[config.mk]
export PLATFORM = sky130hd
export DESIGN_NAME = mac_operand_sequencer
export DESIGN_NICKNAME = d
export VERILOG_FILES = /design/src/rtl/mac_operand_sequencer_pkg.sv /design/src/rtl/mac_operand_sequencer_fifo.sv /design/src/rtl/mac_operand_sequencer.sv
export SDC_FILE = /design/constraint.sdc
export NUM_CORES = 1
export LEC_CHECK = 0
export CELL_PAD_IN_SITES_DETAIL_PLACEMENT = 1
export CELL_PAD_IN_SITES_GLOBAL_PLACEMENT = 2
export CORE_MARGIN = 5
export CORE_UTILIZATION = 48
export CTS_CLUSTER_SIZE = 8
export DETAILED_ROUTE_END_ITERATION = 7
export DONT_BUFFER_PORTS = 1
export PLACE_DENSITY_LB_ADDON = 0.1
export SLEW_MARGIN = 20
export SYNTH_ARGS = -nofsm -noshare
export SYNTH_HDL_FRONTEND = slang
export SYNTH_HIERARCHICAL = 1
export SYNTH_SLANG_ARGS = --single-unit
[constraint.sdc]
create_clock -name clockPulse -period 6.8 [get_ports clockPulse]
set_clock_uncertainty 0.1 [all_clocks]
set_input_delay 1.02 -clock clockPulse [delete_from_list [all_inputs] [get_ports clockPulse]]
set_output_delay 1.02 -clock clockPulse [all_outputs]
set_load 0.02 [all_outputs]
[src/rtl/mac_operand_sequencer_pkg.sv]
// Shared types and default sizing for the MAC operand sequencer and its FIFO.
package mac_operand_sequencer_pkg;

  localparam int DEF_WIDTH    = 8;
  localparam int DEF_DEPTH    = 4;
  localparam int DEF_LENW     = 4;
  localparam int RESULT_WIDTH = 2 * DEF_WIDTH;

  typedef enum logic [2:0] {
    IDLE  = 3'd0,
    CLEAR = 3'd1,
    RUN   = 3'd2,
    DRAIN = 3'd3,
    DONE  = 3'd4
  } seqState_t;

endpackage

[src/rtl/mac_operand_sequencer_fifo.sv]
// Synchronous FIFO holding operand pairs packed as {first, second}.
module operand_fifo #(
  parameter int WIDTH = 8,
  parameter int DEPTH = 4
) (
  input  logic               clockPulse,
  input  logic               Reset,
  input  logic               push,
  input  logic               pop,
  input  logic [2*WIDTH-1:0] pushData,
  output logic               full,
  output logic               empty,
  output logic [2*WIDTH-1:0] head
);

  localparam int PTRW = $clog2(DEPTH);
  localparam logic [PTRW:0]   FULL_COUNT = (PTRW + 1)'(DEPTH);
  localparam logic [PTRW:0]   CNT_ONE    = (PTRW + 1)'(1);
  localparam logic [PTRW-1:0] PTR_ONE    = PTRW'(1);

  logic [2*WIDTH-1:0] mem_r [DEPTH];
  logic [PTRW-1:0]    wrPtr_r;
  logic [PTRW-1:0]    rdPtr_r;
  logic [PTRW:0]      count_r;
  logic               doPush_s;
  logic               doPop_s;

  assign doPush_s = push && !full;
  assign doPop_s  = pop && !empty;
  assign full     = (count_r == FULL_COUNT);
  assign empty    = (count_r == {(PTRW + 1){1'b0}});
  assign head     = mem_r[rdPtr_r];

  // Pointer and occupancy bookkeeping; reset empties the queue.
  always_ff @(posedge clockPulse) begin
    if (!Reset) begin
      wrPtr_r <= {PTRW{1'b0}};
      rdPtr_r <= {PTRW{1'b0}};
      count_r <= {(PTRW + 1){1'b0}};
    end else begin
      if (doPush_s) begin
        wrPtr_r <= wrPtr_r + PTR_ONE;
      end
      if (doPop_s) begin
        rdPtr_r <= rdPtr_r + PTR_ONE;
      end
      case ({doPush_s, doPop_s})
        2'b10:   count_r <= count_r + CNT_ONE;
        2'b01:   count_r <= count_r - CNT_ONE;
        default: count_r <= count_r;
      endcase
    end
  end

  // Entry storage; contents are only meaningful between push and pop.
  always_ff @(posedge clockPulse) begin
    if (doPush_s) begin
      mem_r[wrPtr_r] <= pushData;
    end
  end

endmodule

[src/rtl/mac_operand_sequencer.sv]
// Feeds buffered operand pairs to the MAC stage, one dot-product job per start,
// with zero operands whenever no pair is being issued.
module mac_operand_sequencer
  import mac_operand_sequencer_pkg::*;
#(
  parameter int WIDTH = DEF_WIDTH,
  parameter int DEPTH = DEF_DEPTH,
  parameter int LENW  = DEF_LENW
) (
  input  logic             clockPulse,
  input  logic             Reset,
  input  logic             inValid,
  output logic             inReady,
  input  logic [WIDTH-1:0] inOne,
  input  logic [WIDTH-1:0] inTwo,
  input  logic             start,
  input  logic [LENW-1:0]  vecLen,
  output logic             busy,
  output logic [WIDTH-1:0] numberOne,
  output logic [WIDTH-1:0] numberTwo,
  output logic             macClear,
  output logic             done
);

  localparam logic [LENW-1:0] LEN_ONE = LENW'(1);

  seqState_t          state_r;
  seqState_t          stateNext_s;
  logic [LENW-1:0]    remaining_r;
  logic [LENW-1:0]    remainingNext_s;
  logic [WIDTH-1:0]   opOne_r;
  logic [WIDTH-1:0]   opTwo_r;
  logic [WIDTH-1:0]   opOneNext_s;
  logic [WIDTH-1:0]   opTwoNext_s;
  logic               busy_r;
  logic               done_r;
  logic               clear_r;
  logic               pop_s;
  logic               full_s;
  logic               empty_s;
  logic [2*WIDTH-1:0] head_s;

  operand_fifo #(
    .WIDTH (WIDTH),
    .DEPTH (DEPTH)
  ) u_fifo (
    .clockPulse (clockPulse),
    .Reset      (Reset),
    .push       (inValid && inReady),
    .pop        (pop_s),
    .pushData   ({inOne, inTwo}),
    .full       (full_s),
    .empty      (empty_s),
    .head       (head_s)
  );

  // Next-state, remaining count and operand selection.
  always_comb begin
    stateNext_s     = state_r;
    remainingNext_s = remaining_r;
    opOneNext_s     = {WIDTH{1'b0}};
    opTwoNext_s     = {WIDTH{1'b0}};
    pop_s           = 1'b0;
    case (state_r)
      IDLE: begin
        if (start) begin
          stateNext_s     = CLEAR;
          remainingNext_s = vecLen;
        end else begin
          stateNext_s = IDLE;
        end
      end
      CLEAR: begin
        if (remaining_r != {LENW{1'b0}}) begin
          stateNext_s = RUN;
        end else begin
          stateNext_s = DONE;
        end
      end
      RUN: begin
        // An empty FIFO leaves the zero defaults in place as a bubble.
        if (!empty_s) begin
          pop_s           = 1'b1;
          opOneNext_s     = head_s[2*WIDTH-1:WIDTH];
          opTwoNext_s     = head_s[WIDTH-1:0];
          remainingNext_s = remaining_r - LEN_ONE;
          if (remaining_r == LEN_ONE) begin
            stateNext_s = DRAIN;
          end else begin
            stateNext_s = RUN;
          end
        end else begin
          stateNext_s = RUN;
        end
      end
      DRAIN:   stateNext_s = DONE;
      DONE:    stateNext_s = IDLE;
      default: stateNext_s = IDLE;
    endcase
  end

  // State, counter, operand and status flag registers.
  always_ff @(posedge clockPulse) begin
    if (!Reset) begin
      state_r     <= IDLE;
      remaining_r <= {LENW{1'b0}};
      opOne_r     <= {WIDTH{1'b0}};
      opTwo_r     <= {WIDTH{1'b0}};
      busy_r      <= 1'b0;
      done_r      <= 1'b0;
      clear_r     <= 1'b0;
    end else begin
      state_r     <= stateNext_s;
      remaining_r <= remainingNext_s;
      opOne_r     <= opOneNext_s;
      opTwo_r     <= opTwoNext_s;
      busy_r      <= (stateNext_s != IDLE);
      done_r      <= (stateNext_s == DONE);
      clear_r     <= (stateNext_s == CLEAR);
    end
  end

  // Reset forces safe values immediately, not only after the sampling edge.
  assign inReady   = Reset && !full_s;
  assign busy      = Reset && busy_r;
  assign done      = Reset && done_r;
  assign macClear  = !Reset || clear_r;
  assign numberOne = Reset ? opOne_r : {WIDTH{1'b0}};
  assign numberTwo = Reset ? opTwo_r : {WIDTH{1'b0}};

endmodule

==> metrics.txt <==
number of synthesized flops with an enable pin=64; NumNets Final=between 200 and 300; sequential area share after synthesis=between 60% and 70%; syn nets=between 200 and 300; final worst-path setup slack=3.83 ns; Fin. Hold Viols=0; die span in x=between 100 and 150 um; Slew Viols, Final=0; CP max FO=35; # fillers=between 700 and 800; cts repair resizes=0; Slew headroom=between 40% and 50%; via count=about 2000; commonest non-fill, non-tap cell in the layout=edfxtp_1; critical path required time=about 6.7 ns; Worst setup EP type=register; first-pass GRT wire length=11200 um; CP bufs+invs=1; post-CTS setup buffer count=0; average size of a mapped cell=15.4 um2; min cycle time layout=about 3.0 ns; Residual DRC=0; Largest stage delay, worst path=0.79 ns; Clock Latency Late Sink=approximately 0.35 ns; area of the multi-input gates=~0.0012 mm2; Synth area leader=edfxtp_1; largest net degree at the start of global routing=36; clock root buffer=clkbuf_8; Core Util, Final=about half; CTS Buf Count=9; Routed wire per std cell=18.5 um; Fmax=approximately 340 MHz; layout cells sized above 1=around 16%; via/cell ratio=5.32; antenna violations before repair=0; Hold Buf Count CTS=0; Starting DRT DRC Count=57; Synth-to-Final Area Change=6.97%; remaining global-route overflow=0; final antenna-violating net count=0; non-filler cells, final=366; row cnt=33; Cells after Synth=255; full die area=roughly 0.01 mm2; crit-path cells=inv_2 > nor2_1 > and2_1 > nor2b_1 > and2_1; setup TNS=0 ns; H-Tree Depth=3; dpl ws=between 3 and 4 ns; Post-synth ARST share=0%; vias in the first global route=about 2200; n_diodes=0; worst-case clock buffer depth=2; Pleak=1.39 nW; Total Routing Usage GR=14.6%; Cell variety after synth=a little over 40; Worst EP arrival=about 2.9 ns; outcome=finished clean; CTS tree=yes; dominant cells by area after synthesis=edfxtp_1, dfxtp_1, mux4_2, and2_1, ha_1; Setup crit start kind=input port; hold slack=between 0.4 and 0.5 ns; clock-pin transition on the worst setup and hold timing paths=0.10 ns; CORE AREA=just over 0.008 mm2; Pre-antenna DRT Iters=4; class of the worst hold path=reg -> reg; post-DP HPWL=roughly 4600 um; starting density of the core=48.6%; dominant synthesized flop cell=edfxtp_1; Mapped Area=between 0.003 and 0.004 mm2; Slowest-stage cell, CP=and2_1; most frequent cells in the layout=edfxtp_1, and2_1, dfxtp_1, mux4_2, nand2_1; dpl cells=between 300 and 400; maximum VDD drop=about 150 uV; slew of the pin with the lowest slew margin=0.874 ns; CP most frequent cell=and2_1; Ports=44; kind of critical path=in -> reg; YS warnings=6; Power Density=between 200 and 300 mW/mm2; clock sink total=just under 100; die height=101 um; endpoints failing setup=0; RSZ-0062 raised after global routing=no; Crit path max-delay family=simple AND/OR/NAND/NOR gates; post-synthesis register bit count=99; drt total wl=6790 um; Buffers on Ports=0; max-cap viol count=0; fin crit share=between 40% and 50%; post-synth top area share=between 40 and 50%; gp weighted congestion=between 0.8 and 0.9; Register Area=approximately 0.0026 mm2
-- cells in the mapped netlist (3+ instances only) --
cell	instances
mux2i_1	4
o32ai_1	3
nor2b_1	3
or3_1	3
buf_2	5
and2_1	41
ha_1	7
nand2b_1	4
edfxtp_1	64
clkbuf_1	3
nor2_1	6
nor3_1	3
nand2_1	12
dfxtp_1	35
inv_1	10
o21ai_0	5
mux4_2	16
a221oi_1	4
-- flip-flops by register name, summed over array words and instances, names as in the netlist, named ones only --
register / cells
u_fifo/count_r: 3
done_r: 1
state_r: 3
clear_r: 1
opTwo_r: 8
u_fifo/wrPtr_r: 2
remaining_r: 4
u_fifo/rdPtr_r: 2
opOne_r: 8
busy_r: 1
u_fifo/mem_r: 64
-- metal layers --
layer	GRT usage (%)	part of all wire, %	vias to the layer above	wire length, um
li1	-	-	934	-
met1	18.5	45	966	3050
met2	24.2	49	43	3320
met3	4.08	5.5	4	374
met4	4.97	0.71	0	48
met5	0	0	-	0
-- where the power goes --
part           leakage [nW]  internal [mW]  switching, mW
combinational         0.429         0.0243         0.0328
clock                 0.100          0.147          0.225
sequential            0.866          0.655        0.00903
total                  1.39          0.826          0.267
-- kinds of logic (layout without fill, tap and decap cells) --
group                      Yosys count  after routing  synth area share (%)
and+or+nand+nor                     83             83                  13.1
AOI/OAI and AO/OA                   21             21                  4.01
muxes                               20             20                  10.2
buffers and inverters               22             28                  2.86
adders and majority gates            8              8                  2.74
xor gates and xnor gates             2              2                 0.445
DFF                                 99             99                  66.7
-- per-stage QoR --
stage          total power, mW  instance area [um2]
5_1_grt                   1.14                 4210
3_5_place_dp             0.735                 4000
2_1_floorplan            0.723                 3930
6_report                  1.09                 4210
3_3_place_gp             0.734                 4000
4_1_cts                   1.10                 4210
-- tightest hold or removal path: stages (launching register included) --
cell     delay [ns]
dfxtp_1        0.33
nand2_1        0.07
o21ai_0        0.07
-- final timing paths --
kind	cells past startpoint	slack (ns)	end	from
setup / recovery	5	3.83	u_fifo/mem_r[0][0]$_DFFE_PP_	Reset
hold / removal	2	0.40	register	u_fifo/rdPtr_r[0]$_SDFFE_PN0P_
setup reg to reg	9	4.00	u_fifo/count_r[2]$_SDFFE_PN0P_	state_r[1]$_SDFF_PN0_
hold reg to reg	2	0.40	register	u_fifo/rdPtr_r[0]$_SDFFE_PN0P_
-- area by class of cell --
class                      instances  share of cell area, %
inverter                          12                   1.07
clock buffer                       9                   2.94
clock inverter                     7                   2.02
sequential                        99                   62.4
multi-input combinational        134                   28.5
tap                              105                   3.12
(Power assumes the default switching activity.)
